File: src/rtl/lms_err_step.sv
// Per-sample controller and error stage for the adaptive LMS tap chain.
// It drives one chain update per sample, then forms y, e = d - y and the next step mu*e.
module lms_err_step #(
    parameter int SETTLE_CYC = 2,
    parameter int Y_SHIFT    = 15
) (
    input  logic               clk,
    input  logic               reset,
    input  logic               s_valid,
    output logic               s_ready,
    input  logic signed [15:0] x_in,
    input  logic signed [15:0] d_in,
    input  logic signed [15:0] mu,
    output logic signed [15:0] tap_data,
    output logic               tap_enable,
    output logic signed [15:0] tap_step,
    output logic signed [31:0] tap_sum_in,
    input  logic signed [31:0] sum_fb,
    output logic               m_valid,
    input  logic               m_ready,
    output logic signed [15:0] y_out,
    output logic signed [15:0] e_out,
    input  logic               sat_clr,
    output logic               sat_flag
);

    typedef enum logic [2:0] {IDLE, LOAD, WAIT, CAP, SCALE, OUT} state_t;

    localparam logic signed [32:0] Y_ROUND = 33'sd1 <<< (Y_SHIFT - 1);
    localparam logic [3:0]         WAIT_LAST = 4'(SETTLE_CYC - 1);

    state_t             state, state_nxt;
    logic [3:0]         wait_cnt;
    logic signed [15:0] d_r;

    logic signed [32:0] y_wide;
    logic signed [15:0] y_sat;
    logic signed [16:0] e_diff;
    logic signed [32:0] e_wide;
    logic signed [31:0] prod;
    logic signed [32:0] step_wide;
    logic               cap_ovf;
    logic               scale_ovf;

    function automatic logic signed [15:0] sat16(input logic signed [32:0] v);
        if (v > 33'sd32767)
            return 16'sh7fff;
        else if (v < -33'sd32768)
            return 16'sh8000;
        else
            return v[15:0];
    endfunction

    function automatic logic ovf16(input logic signed [32:0] v);
        return (v > 33'sd32767) || (v < -33'sd32768);
    endfunction

    assign tap_sum_in = '0;

    // State register
    always_ff @(posedge clk or posedge reset) begin
        if (reset)
            state <= IDLE;
        else
            state <= state_nxt;
    end

    // Next-state logic
    always_comb begin
        state_nxt = state;
        case (state)
            IDLE:    if (s_valid) state_nxt = LOAD;
            LOAD:    state_nxt = WAIT;
            WAIT:    if (wait_cnt == WAIT_LAST) state_nxt = CAP;
            CAP:     state_nxt = SCALE;
            SCALE:   state_nxt = OUT;
            OUT:     if (m_ready) state_nxt = IDLE;
            default: state_nxt = IDLE;
        endcase
    end

    // Output decode; defaults first so no path leaves an output unassigned.
    always_comb begin
        s_ready    = 1'b0;
        tap_enable = 1'b0;
        m_valid    = 1'b0;
        case (state)
            IDLE:    s_ready    = 1'b1;
            LOAD:    tap_enable = 1'b1;
            OUT:     m_valid    = 1'b1;
            default: ;
        endcase
    end

    // Rounded output, error and step; y rounds half-up before the arithmetic shift.
    always_comb begin
        y_wide    = (33'(sum_fb) + Y_ROUND) >>> Y_SHIFT;
        y_sat     = sat16(y_wide);
        e_diff    = 17'(d_r) - 17'(y_sat);
        e_wide    = 33'(e_diff);
        prod      = 32'(mu) * 32'(e_out);
        step_wide = (33'(prod) + 33'sd16384) >>> 15;
        cap_ovf   = ovf16(y_wide) || ovf16(e_wide);
        scale_ovf = ovf16(step_wide);
    end

    // NOTE: all state uses non-blocking assignments so every register samples pre-edge values.
    always_ff @(posedge clk or posedge reset) begin
        if (reset) begin
            wait_cnt <= '0;
            tap_data <= '0;
            d_r      <= '0;
            y_out    <= '0;
            e_out    <= '0;
            tap_step <= '0;
        end else begin
            case (state)
                IDLE: begin
                    if (s_valid) begin
                        tap_data <= x_in;
                        d_r      <= d_in;
                    end
                end
                LOAD:  wait_cnt <= '0;
                WAIT:  wait_cnt <= wait_cnt + 4'd1;
                CAP: begin
                    y_out <= y_sat;
                    e_out <= sat16(e_wide);
                end
                SCALE: tap_step <= sat16(step_wide);
                default: ;
            endcase
        end
    end

    // Sticky saturation flag; a new clamp overrides a simultaneous clear.
    always_ff @(posedge clk or posedge reset) begin
        if (reset)
            sat_flag <= 1'b0;
        else if ((state == CAP && cap_ovf) || (state == SCALE && scale_ovf))
            sat_flag <= 1'b1;
        else if (sat_clr)
            sat_flag <= 1'b0;
    end

endmodule

File: config.mk
export PLATFORM = sky130hd
export DESIGN_NAME = lms_err_step
export DESIGN_NICKNAME = d
export VERILOG_FILES = /design/src/rtl/lms_err_step.sv
export SDC_FILE = /design/constraint.sdc
export NUM_CORES = 1
export LEC_CHECK = 0
export BUFFER_PORTS_ARGS = -buffer_cell sky130_fd_sc_hd__buf_2
export CAP_MARGIN = 0
export CORE_MARGIN = 4
export CORE_UTILIZATION = 55
export CTS_CLUSTER_DIAMETER = 60
export CTS_CLUSTER_SIZE = 14
export DETAILED_ROUTE_END_ITERATION = 10
export PLACE_DENSITY = 0.8
export SYNTH_ARGS = -nofsm -noshare
export SYNTH_HDL_FRONTEND = slang
export SYNTH_SLANG_ARGS = --single-unit
export TNS_END_PERCENT = 100
File: constraint.sdc
create_clock -name clk -period 6.2 [get_ports clk]
set_input_delay 0.93 -clock clk [delete_from_list [all_inputs] [get_ports clk]]
set_output_delay 0.93 -clock clk [all_outputs]
set_load 0.01 [all_outputs]
Word level (Yosys, flattened, before mapping). Index checks and enable logic that the tools add are counted.

$add $sub $neg: 4. $mul: 1. $lt $le $gt $ge: 6. Equal/unequal tests: 9. Mux-type cells: 16. Reduce and logical (&&, ||, !) cells: 12.

Operators with widths (number): 16-bit two-way mux (6); 32-bit by 16-bit adder with 33-bit output (second input constant) (2); 18-bit by 16-bit > comparator with 1-bit output (second input constant) (2); 18-bit by 16-bit less-than comparator with 1-bit output (second input constant) (2); 16-bit by 16-bit multiplier with 32-bit output (1); 3-bit one-hot mux with 6 select lines (1); 17-bit by 16-bit > comparator with 1-bit output (second input constant) (1); 17-bit by 16-bit less-than comparator with 1-bit output (second input constant) (1); 16-bit by 16-bit subtractor with 17-bit output (1); 3-bit two-way mux (3); 4-bit one-hot mux with 2 select lines (1); 3-bit by 2-bit equality test with 1-bit output (second input constant) (2); 3-bit equality test (second input constant) (2); 2-bit != test (second input constant) (3); 1-bit logical OR (5); 1-bit two-way mux (5); 4-bit by 1-bit adder with 4-bit output (second input constant) (1); 4-bit by 1-bit equality test with 1-bit output (second input constant) (1); 2-bit nonzero test (2); 3-bit by 1-bit equality test with 1-bit output (second input constant) (1); 3-bit logical NOT (1); 3-bit AND reduction (1); 1-bit logical AND (2); 2-bit AND reduction (1).

Flip-flop bits (word level): 88. Input bits: 85. Output and inout port bits: 100. Word-level logic and storage cells: 56.

Depth between registers and ports, before layout. Gate-level depths: netlist of run 1.

Word-level depth: 11. Gate-level depth with buffers: 26. Mapped depth without buffers: 23.

Worst setup path after synthesis of run 1. OpenSTA, ideal clock, no wires.

Path type: input to register. From: input mu[15]. To: register tap_step[10]. Library setup time: 0.150 ns. Arrival: 7.285 ns. Data required time: 6.050 ns. Path slack: -1.234 ns. Stages on the path: 23. Path buffers: 3. Cells stage by stage: clkbuf_1 > nand2_1 > inv_1 > fa_1 > inv_1 > fa_1 > inv_1 > fa_1 > fa_1 > fa_1 > inv_1 > fa_1 > inv_1 > ha_1 > buf_2 > nand2_1 > or4_1 > nor3_1 > o31a_1 > nand3_1 > o211ai_1 > buf_2 > o311ai_0.

Word-level cells in the longest chain between the ends: 5. Elaborated cells on any way between the ends: 6. Classes of those cells: 1 x add/sub; 1 x mul; 2 x order compare; 2 x mux.

RTL lines: start: declaration (RTL line 13) `input logic signed [15:0] mu,`; 16-bit by 16-bit multiplier with 32-bit output * (RTL line 101) `prod = 32'(mu) * 32'(e_out);`; 32-bit by 16-bit adder with 33-bit output * (RTL line 102) `step_wide = (33'(prod) + 33'sd16384) >>> 15;`; 18-bit by 16-bit less-than comparator with 1-bit output (RTL line 48) `else if (v < -33'sd32768)`; 16-bit two-way mux (RTL line 48); 16-bit two-way mux * (RTL line 46) `if (v > 33'sd32767)`; end signal: assignment (RTL line 130) `SCALE: tap_step <= sat16(step_wide);`; end: declaration (RTL line 16) `output logic signed [15:0] tap_step,`.

Every way passes the cells marked *; elsewhere a longest branch is shown, timed or not. A chain may end at the register's enable or synchronous reset.

Worst setup path after layout of run 1.
From: input mu[15]. To: register tap_step[8].

Same word-level chain as after synthesis.

==> results of run 1 <==
[cell type report]
cell class	count	share of cell area, %
Multi-Input combinational cell	1174	63.9
Timing Repair Buffer	335	13.0
Sequential cell	88	11.9
Inverter	345	7.04
Tap cell	372	2.51
Clock buffer	10	1.29
Clock inverter	6	0.364
[worst min-delay path, cell delays in order (launching register included)]
cell and delay [ps]:
dfrtp_1 330, nand2_1 50, o21ai_0 60
[registers in the layout, indices dropped and copies added (netlist names)]
register,count
y_out,16
sat_flag,1
d_r,16
e_out,16
tap_step,16
tap_data,16
state,3
wait_cnt,4
[through the flow]
stage	util [%]	hold WS, ps
final	68.5	483
after global routing	68.5	518
after CTS	67.5	484
after detailed placement	65.3	470
after global placement	65.3	464
after floorplan	-	487
[final timing paths]
kind | startpoint | to | slack [ps] | cells past startpoint
min reg2reg | y_out[14] | y_out[14] | 480 | 2
min in group asynchronous | reset | tap_data[13] | 910 | 3
max | mu[15] | tap_step[8] | -420 | 23
max reg2reg | e_out[2] | tap_step[8] | -350 | 23
max in group asynchronous | reset | tap_step[14] | 4550 | 3
min | y_out[14] | y_out[14] | 480 | 2
[Yosys cell counts (4+ instances only)]
library cell | number | area share, %
xnor2_1 | 27 | 1.6
nor2b_1 | 10 | 0.41
xor2_1 | 13 | 0.75
nand2b_1 | 9 | 0.37
mux2_2 | 34 | 2.5
or2_2 | 5 | 0.21
nand2_1 | 200 | 4.9
a21oi_1 | 52 | 1.7
o31ai_1 | 14 | 0.69
a311oi_1 | 4 | 0.23
a31oi_1 | 4 | 0.16
nand3_1 | 14 | 0.46
dfrtp_1 | 88 | 14
nor2_1 | 58 | 1.4
clkbuf_1 | 64 | 1.6
buf_4 | 32 | 1.6
a21o_1 | 11 | 0.54
and2_1 | 123 | 5.1
a211oi_1 | 6 | 0.30
inv_1 | 345 | 8.5
o31a_1 | 4 | 0.23
a211o_1 | 4 | 0.23
o21a_1 | 25 | 1.2
a22oi_1 | 5 | 0.25
nor3_1 | 11 | 0.36
fa_1 | 268 | 35
and3_1 | 4 | 0.16
o311ai_0 | 8 | 0.46
o211ai_1 | 15 | 0.74
o21ai_0 | 48 | 1.6
or3_1 | 9 | 0.37
a32oi_1 | 5 | 0.29
ha_1 | 97 | 8.0
nand4_1 | 10 | 0.41
[cells by family after synthesis]
| logic type | after synthesis |
|---|---|
| simple gates | 471 |
| buf+inv | 443 |
| fa+ha+maj | 366 |
| compound gates | 227 |
| flops | 88 |
| xor+xnor | 41 |
| mux | 37 |
| other cells | 1 |
[per-layer routing]
| metal | GRT usage, % | vias up | share of wire [%] |
|---|---|---|---|
| li1 | - | 5720 | - |
| met1 | 31.6 | 6301 | 37 |
| met2 | 50.6 | 369 | 54 |
| met3 | 3.87 | 117 | 5.1 |
| met4 | 8.97 | 0 | 3.8 |
| met5 | 0 | - | 0 |
[what timing repair did]
item                       4_1_cts  5_1_grt
gates cloned                     2        0
gates resized for setup         55       49
pin swaps                       46       66
setup endpoints to repair       17       17
setup buffers                   10        6
==> impl_metrics.json, run 1 <==
{
  "status": "finished, violations left",
  "violations": "setup timing",
  "skew_ps": 14.0,
  "period_share_pct": 107,
  "synth.area.mux_share_pct": 2.72,
  "area_growth_pct": 22.1,
  "yosys_warnings": 0,
  "final_area_sq_mm": 0.0186,
  "start_util_pct": 56.1,
  "hold_buffers": 0,
  "io_pins": 185,
  "grt_setup_unrepaired": "true",
  "via_per_inst": 5.37,
  "drive_gt1_share_pct": 25.1,
  "cts.clk_slew.worst_paths_ps": 70,
  "synth_cell_types": 64,
  "pre_cts_ws_ps": -1040,
  "clockBufferDepth": 2,
  "timing.fmax_mhz": 151,
  "final_cells": 2330,
  "cts_root_buffer": "clkbuf_16",
  "crit_arrival_ps": 6860,
  "required_ps": 6430,
  "drv_slew": 0,
  "num_vias": 12500,
  "synth_fa_ha_area_share_pct": 43.3,
  "hold_path.class": "flop to flop",
  "gp_congestion": 0.910,
  "setup_ws_ps": -423,
  "die_h_microns": 174,
  "hpwl_microns": 32900,
  "synth_cells": 1674,
  "numCtsBuffers": 9,
  "grt_pass1_vias": 14000,
  "worst_pin_slew_ps": 1110,
  "htreeDepth": 3,
  "synthSimpleGateAreaFrac_pct": 15.2,
  "drt-initial-drc-count": 695,
  "synth_top_family_by_area": "adder cells",
  "core_area_sq_mm": 0.0271,
  "wl_microns": 39700,
  "nFillCells": 2016,
  "diodes": 0,
  "syn_area_sq_mm": 0.0152,
  "cpMostUsedCell": "fa_1",
  "crit_family": "adder cells",
  "fin_nets": 2403,
  "hold_viol_final": 0,
  "final_common_cell": "inv_1",
  "layout_common_cells": "inv_1 (328), fa_1 (260), nand2_1 (192), buf_4 (181), buf_2 (129)",
  "io_buffers": 138,
  "synth_compound_area_share_pct": 10.1,
  "grt_pass1_wl_microns": 66900,
  "period_needed_ps": 6620,
  "end_kind": "flop",
  "synthArstFlopShare_pct": 100,
  "slowest_stage": "fa_1",
  "multiInputGateArea_sq_mm": 0.0119,
  "maxCapViolCount": 0,
  "dpl_cell_area_sq_mm": 0.0177,
  "firstDrtPassIters": 7,
  "critPathKind": "primary input to flop",
  "die_w_microns": 174,
  "slowest_delay_ps": 590,
  "synth_edf_count": 0,
  "cts_tree": "built",
  "tns_ps": -6630,
  "clk_latency_ps": 340,
  "grtUsageTotal_pct": 27.0,
  "seq_area_frac_synth_pct": 14.5,
  "drc": 0,
  "clock_sinks": 88,
  "ys_seq_elements": 88,
  "crit_fanout": 7,
  "cp_cell_sequence": "bufbuf_16, buf_6, nand2_2, fa_1, inv_2, buf_6, fa_1, fa_1, fa_1, fa_1, inv_1, fa_1, inv_2, ha_4, nand2_2, or4_4, nor3_4, buf_4, o211ai_1, nand3_4, o211ai_1, buf_4, o311ai_1",
  "setup_violations": 17,
  "post-place-cells": 2297,
  "path_buf_inv": 8,
  "crit_path_start_kind": "primary input",
  "synth_ff_type": "dfrtp_1",
  "rows": 60,
  "syn-mean-instance-area_sq_um": 9.08,
  "slew-limit-headroom_pct": 25.9,
  "grt_overflow_total": 0,
  "antenna_left": 0,
  "die-area_sq_mm": 0.0304,
  "synthXorXnorAreaFrac_pct": 2.45,
  "detail_route.wl_per_cell_microns": 17.1,
  "grt_max_degree": 89,
  "antenna_found_initial": 0,
  "seqCellArea_sq_mm": 0.00220
}
Power of run 1 is left out: the tool's default activity adds up to more than one toggle a clock period on the data nets, which glitch-free logic cannot reach.
==> run 2, diff against run 1 <==
--- a/config.mk
+++ b/config.mk
@@ -5,14 +5,15 @@
 export SDC_FILE = /design/constraint.sdc
 export NUM_CORES = 1
 export LEC_CHECK = 0
+export ABC_AREA = 1
 export BUFFER_PORTS_ARGS = -buffer_cell sky130_fd_sc_hd__buf_2
 export CAP_MARGIN = 0
 export CORE_MARGIN = 4
-export CORE_UTILIZATION = 55
+export CORE_UTILIZATION = 56
 export CTS_CLUSTER_DIAMETER = 60
 export CTS_CLUSTER_SIZE = 14
 export DETAILED_ROUTE_END_ITERATION = 10
-export PLACE_DENSITY = 0.8
+export PLACE_DENSITY = 0.81
 export SYNTH_ARGS = -nofsm -noshare
 export SYNTH_HDL_FRONTEND = slang
 export SYNTH_SLANG_ARGS = --single-unit
==> run 2 against run 1 <==
  * The flow still finishes with violations (setup timing)
  * Fmax up 5.7%
  * Count of clock-buffer cells in the layout increased by 1
  * Area after synthesis rose by 4.5%
==> impl_metrics.json, run 2 <==
{
  "synth_top_cell_by_area": "fa_1",
  "via_per_inst": 5.25,
  "rows": 61,
  "hold_viol_final": 0,
  "synth_top_area_share_pct": 33.8,
  "end_kind": "flop",
  "grt_pass1_wl_microns": 69700,
  "grt_overflow_total": 0,
  "ys_top_cells_by_count": "inv_1 (537), nand2_1 (459), fa_1 (268)",
  "drv_slew": 0,
  "grt_setup_unrepaired": "true",
  "period_needed_ps": 6270,
  "crit_fanout": 8,
  "required_ps": 6440,
  "syn-mean-instance-area_sq_um": 7.83,
  "crit_family": "adder cells",
  "crit_path_start_kind": "primary input",
  "slowest_delay_ps": 590,
  "pre_cts_ws_ps": -523,
  "timing.fmax_mhz": 160,
  "synth_ff_type": "dfrtp_1",
  "synth_edf_count": 0,
  "clockBufferDepth": 2,
  "crit_arrival_ps": 6500,
  "cpMostUsedCell": "fa_1",
  "seq_area_frac_synth_pct": 13.9,
  "die-area_sq_mm": 0.0311,
  "synth_area_leaders": "fa_1 (34%), dfrtp_1 (14%), inv_1 (13%)",
  "grtUsageTotal_pct": 27.6,
  "grt_max_degree": 89,
  "slowest_stage": "fa_1",
  "core_area_sq_mm": 0.0279,
  "area_growth_pct": 21.3,
  "setup_ws_ps": -66.2,
  "io_buffers": 138,
  "cts_tree": "built",
  "wl_microns": 44100,
  "synthArstFlopShare_pct": 100,
  "maxCapViolCount": 0,
  "diodes": 0,
  "htreeDepth": 3,
  "hold_path.class": "flop to flop",
  "fin_nets": 2735,
  "slew-limit-headroom_pct": 26.6,
  "status": "finished, violations left",
  "hpwl_microns": 34500,
  "start_util_pct": 57.0,
  "drc": 0,
  "final_common_cell": "inv_1",
  "synth_cell_types": 48,
  "cts_root_buffer": "clkbuf_16",
  "worst_pin_slew_ps": 1100,
  "drive_gt1_share_pct": 25.5,
  "gp_congestion": 0.951,
  "cts.clk_slew.worst_paths_ps": 60,
  "drt-initial-drc-count": 960,
  "period_share_pct": 101,
  "ys_seq_elements": 88,
  "antenna_left": 0,
  "critPathKind": "primary input to flop",
  "violations": "setup timing",
  "io_pins": 185,
  "layout_common_cells": "inv_1 (518), nand2_1 (424), fa_1 (257), buf_4 (174), buf_2 (128)",
  "yosys_warnings": 0,
  "synth_most_common_cell": "inv_1",
  "syn_area_sq_mm": 0.0159,
  "die_w_microns": 176,
  "clk_latency_ps": 350,
  "firstDrtPassIters": 8,
  "path_buf_inv": 8,
  "antenna_found_initial": 1,
  "detail_route.wl_per_cell_microns": 16.5,
  "clock_sinks": 88,
  "setup_violations": 16,
  "fin_util_pct": 69.2,
  "numCtsBuffers": 9,
  "die_h_microns": 176,
  "synth_cells": 2029,
  "grt_pass1_vias": 14800,
  "num_vias": 14000,
  "skew_ps": 7.96
}
-- run 2: worst paths after layout --
kind / start / end / slack, ps / cells after the start
max: mu[15] / tap_step[3] / -70 / 26
max in group asynchronous: reset / e_out[4] / 4490 / 3
min in group asynchronous: reset / tap_step[11] / 910 / 3
max reg2reg: e_out[1] / tap_step[3] / -30 / 25
min: wait_cnt[3] / wait_cnt[3] / 480 / 1
min reg2reg: wait_cnt[3] / wait_cnt[3] / 480 / 1
-- run 2: cells by family after synthesis --
family | Yosys count | synth area share [%]
simple gates | 687 | 18.1
buf+inv | 651 | 16.3
fa+ha+maj | 365 | 41.4
compound gates | 169 | 6.04
flops | 88 | 13.9
xor+xnor | 36 | 1.98
mux | 32 | 2.26
other cells | 1 | 0.0236
-- run 2: per-stage QoR --
step | instances | hold slack (ps) | TNS, ps | cell area, sq um
2_1_floorplan | 2060 | 441 | 0 | 16400
3_3_place_gp | 2625 | 461 | -6650 | 18100
3_5_place_dp | 2625 | 474 | -8270 | 18100
4_1_cts | 2656 | 482 | -18.0 | 18700
5_1_grt | 2668 | 501 | -4360 | 19300
6_report | 2668 | 479 | -855 | 19300
-- run 2: layout make-up --
type | instances | area (sq um)
clock inverters | 5 | 63.8
repair buffers | 318 | 2190
multi-input cells | 1322 | 12000
clock buffers | 11 | 253
fillers | 2064 | 8580
well taps | 378 | 473
flip-flops and latches | 88 | 2210
inverters | 546 | 2060
-- run 2: what timing repair did --
action                     4_1_cts  5_1_grt
setup endpoints to repair       16       17
resized for setup               31      135
setup buffers                   14       14
hold endpoints to repair         0        0
hold buffers                     0        0
pin swaps                       22       81
cloned                           1        1
-- run 2: worst reg2reg max path: stages, from the launching register on --
cell        delay (ps)
dfrtp_1            560
nand2_4            190
inv_4               40
fa_1               560
inv_2               80
fa_2               590
clkinvlp_4         130
buf_6              150
fa_1               530
fa_1               460
fa_1               580
inv_2               50
fa_1               550
inv_2               70
ha_4               270
nand2_1            140
o21ai_1            120
nand2_1             80
nand3_1             80
nor2_2             170
nand2_2             90
nand2_2             90
nand3_4             80
a21oi_4            190
buf_8              170
a21oi_2             70
-- run 2: per-layer routing --
layer | part of all wire (%) | GRT usage [%]
met4 | 3.5 | 8.51
met3 | 7.9 | 5.74
met1 | 39 | 35.9
met5 | 0.029 | 0
met2 | 50 | 46.9
Power of run 2 is left out for the same reason.
==> run 3, diff against run 2 <==
--- a/config.mk
+++ b/config.mk
@@ -13,7 +13,7 @@
 export CTS_CLUSTER_DIAMETER = 60
 export CTS_CLUSTER_SIZE = 14
 export DETAILED_ROUTE_END_ITERATION = 10
-export PLACE_DENSITY = 0.81
+export PLACE_DENSITY = 0.86
 export SYNTH_ARGS = -nofsm -noshare
 export SYNTH_HDL_FRONTEND = slang
 export SYNTH_SLANG_ARGS = --single-unit
==> run 3 against run 2 <==
  * The run still ends with setup timing left
  * Global-route usage rose by 1.0 points
  * Clock skew fell by 3.1 ps
  * Fmax fell by 3.2%
  * Utilization fell by 0.46 points
==> impl_metrics.json, run 3 (synthesis gave the netlist of run 2 again) <==
{
  "status": "finished, violations left",
  "violations": "setup timing",
  "diodes": 0,
  "grt_overflow_total": 0,
  "firstDrtPassIters": 6,
  "grtUsageTotal_pct": 28.6,
  "busiest_layer": "met2",
  "clk_latency_ps": 350,
  "fin_nets": 2724,
  "clock_sinks": 88,
  "required_ps": 6440,
  "num_vias": 14400,
  "hold_buffers": 0,
  "path_buf_inv": 7,
  "core_area_sq_mm": 0.0279,
  "setup_ws_ps": -276,
  "die-area_sq_mm": 0.0311,
  "drv_slew": 0,
  "grt_max_degree": 63,
  "cts_tree": "built",
  "via_per_inst": 5.41,
  "gp_congestion": 0.938,
  "period_share_pct": 104,
  "grt_pass1_vias": 15300,
  "area_growth_pct": 20.5,
  "htreeDepth": 3,
  "use_met2_pct": 49.8,
  "die_w_microns": 176,
  "end_kind": "flop",
  "cts.clk_slew.worst_paths_ps": 60,
  "clockBufferDepth": 2,
  "wl_microns": 46300,
  "antenna_left": 0,
  "grt_use_met1_pct": 34.7,
  "critPathKind": "primary input to flop",
  "drc": 0,
  "drive_gt1_share_pct": 24.4,
  "io_buffers": 138,
  "crit_path_start_kind": "primary input",
  "maxCapViolCount": 0,
  "skew_ps": 4.91,
  "slowest_delay_ps": 640,
  "numCtsBuffers": 9,
  "layout_common_cells": "inv_1 (521), nand2_1 (424), fa_1 (260), buf_4 (163), buf_2 (128)",
  "hold_viol_final": 0,
  "final_common_cell": "inv_1",
  "worst_pin_slew_ps": 774,
  "antenna_found_initial": 0,
  "crit_family": "adder cells",
  "crit_arrival_ps": 6720,
  "cts_root_buffer": "clkbuf_16",
  "r2r_slack_ps": -210,
  "drt-initial-drc-count": 1087,
  "slowest_stage": "fa_1",
  "rows": 61,
  "grt_setup_unrepaired": "true",
  "die_h_microns": 176,
  "hold_path.class": "flop to flop",
  "hpwl_microns": 35700,
  "pre_cts_ws_ps": -537,
  "grt_pass1_wl_microns": 72200,
  "setup_violations": 16,
  "start_util_pct": 57.0,
  "timing.fmax_mhz": 154,
  "io_pins": 185,
  "use_met3_pct": 6.42,
  "slew-limit-headroom_pct": 48.4,
  "detail_route.wl_per_cell_microns": 17.4,
  "crit_fanout": 8,
  "fin_util_pct": 68.7,
  "period_needed_ps": 6480
}
==> run 3: timing repair <==
item	CTS	global route
setup buffers	18	7
cloned	1	1
pin swaps	44	68
endpoints found under the setup margin	16	17
hold endpoints to repair	0	0
gates resized for setup	46	101
==> run 3: final timing paths <==
check,cells past startpoint,end,startpoint
setup / recovery,26,tap_step[8],mu[15]
hold / removal,1,wait_cnt[3],wait_cnt[3]
setup reg to reg,27,tap_step[8],e_out[2]
hold reg to reg,1,wait_cnt[3],wait_cnt[3]
max in group asynchronous,3,e_out[4],reset
min in group asynchronous,2,state[1],reset
==> run 3: routing by layer <==
layer  up-vias  wire (microns)
met5         -               0
met2       782           23000
met3       241            4090
met1      6992           16600
met4         0            2570
li1       6358               -
==> run 3: per-stage QoR <==
stage	area [sq um]	hold slack, ps	cells	TNS (ps)
final	19100	483	2657	-4320
after global routing	19100	509	2657	-5210
after CTS	18800	482	2651	0
after detailed placement	18100	474	2616	-8270
after global placement	18100	453	2616	-6700
after floorplan	16400	441	2060	0
==> run 3: final cells by class <==
class	instances	area (sq um)
clock inverters	6	90.1
inverters	546	2060
multi-input cells	1322	12000
well taps	378	473
repair buffers	307	2110
clock buffers	10	239
fillers	1908	8710
flip-flops and latches	88	2210
Power of run 3 is left out for the same reason.
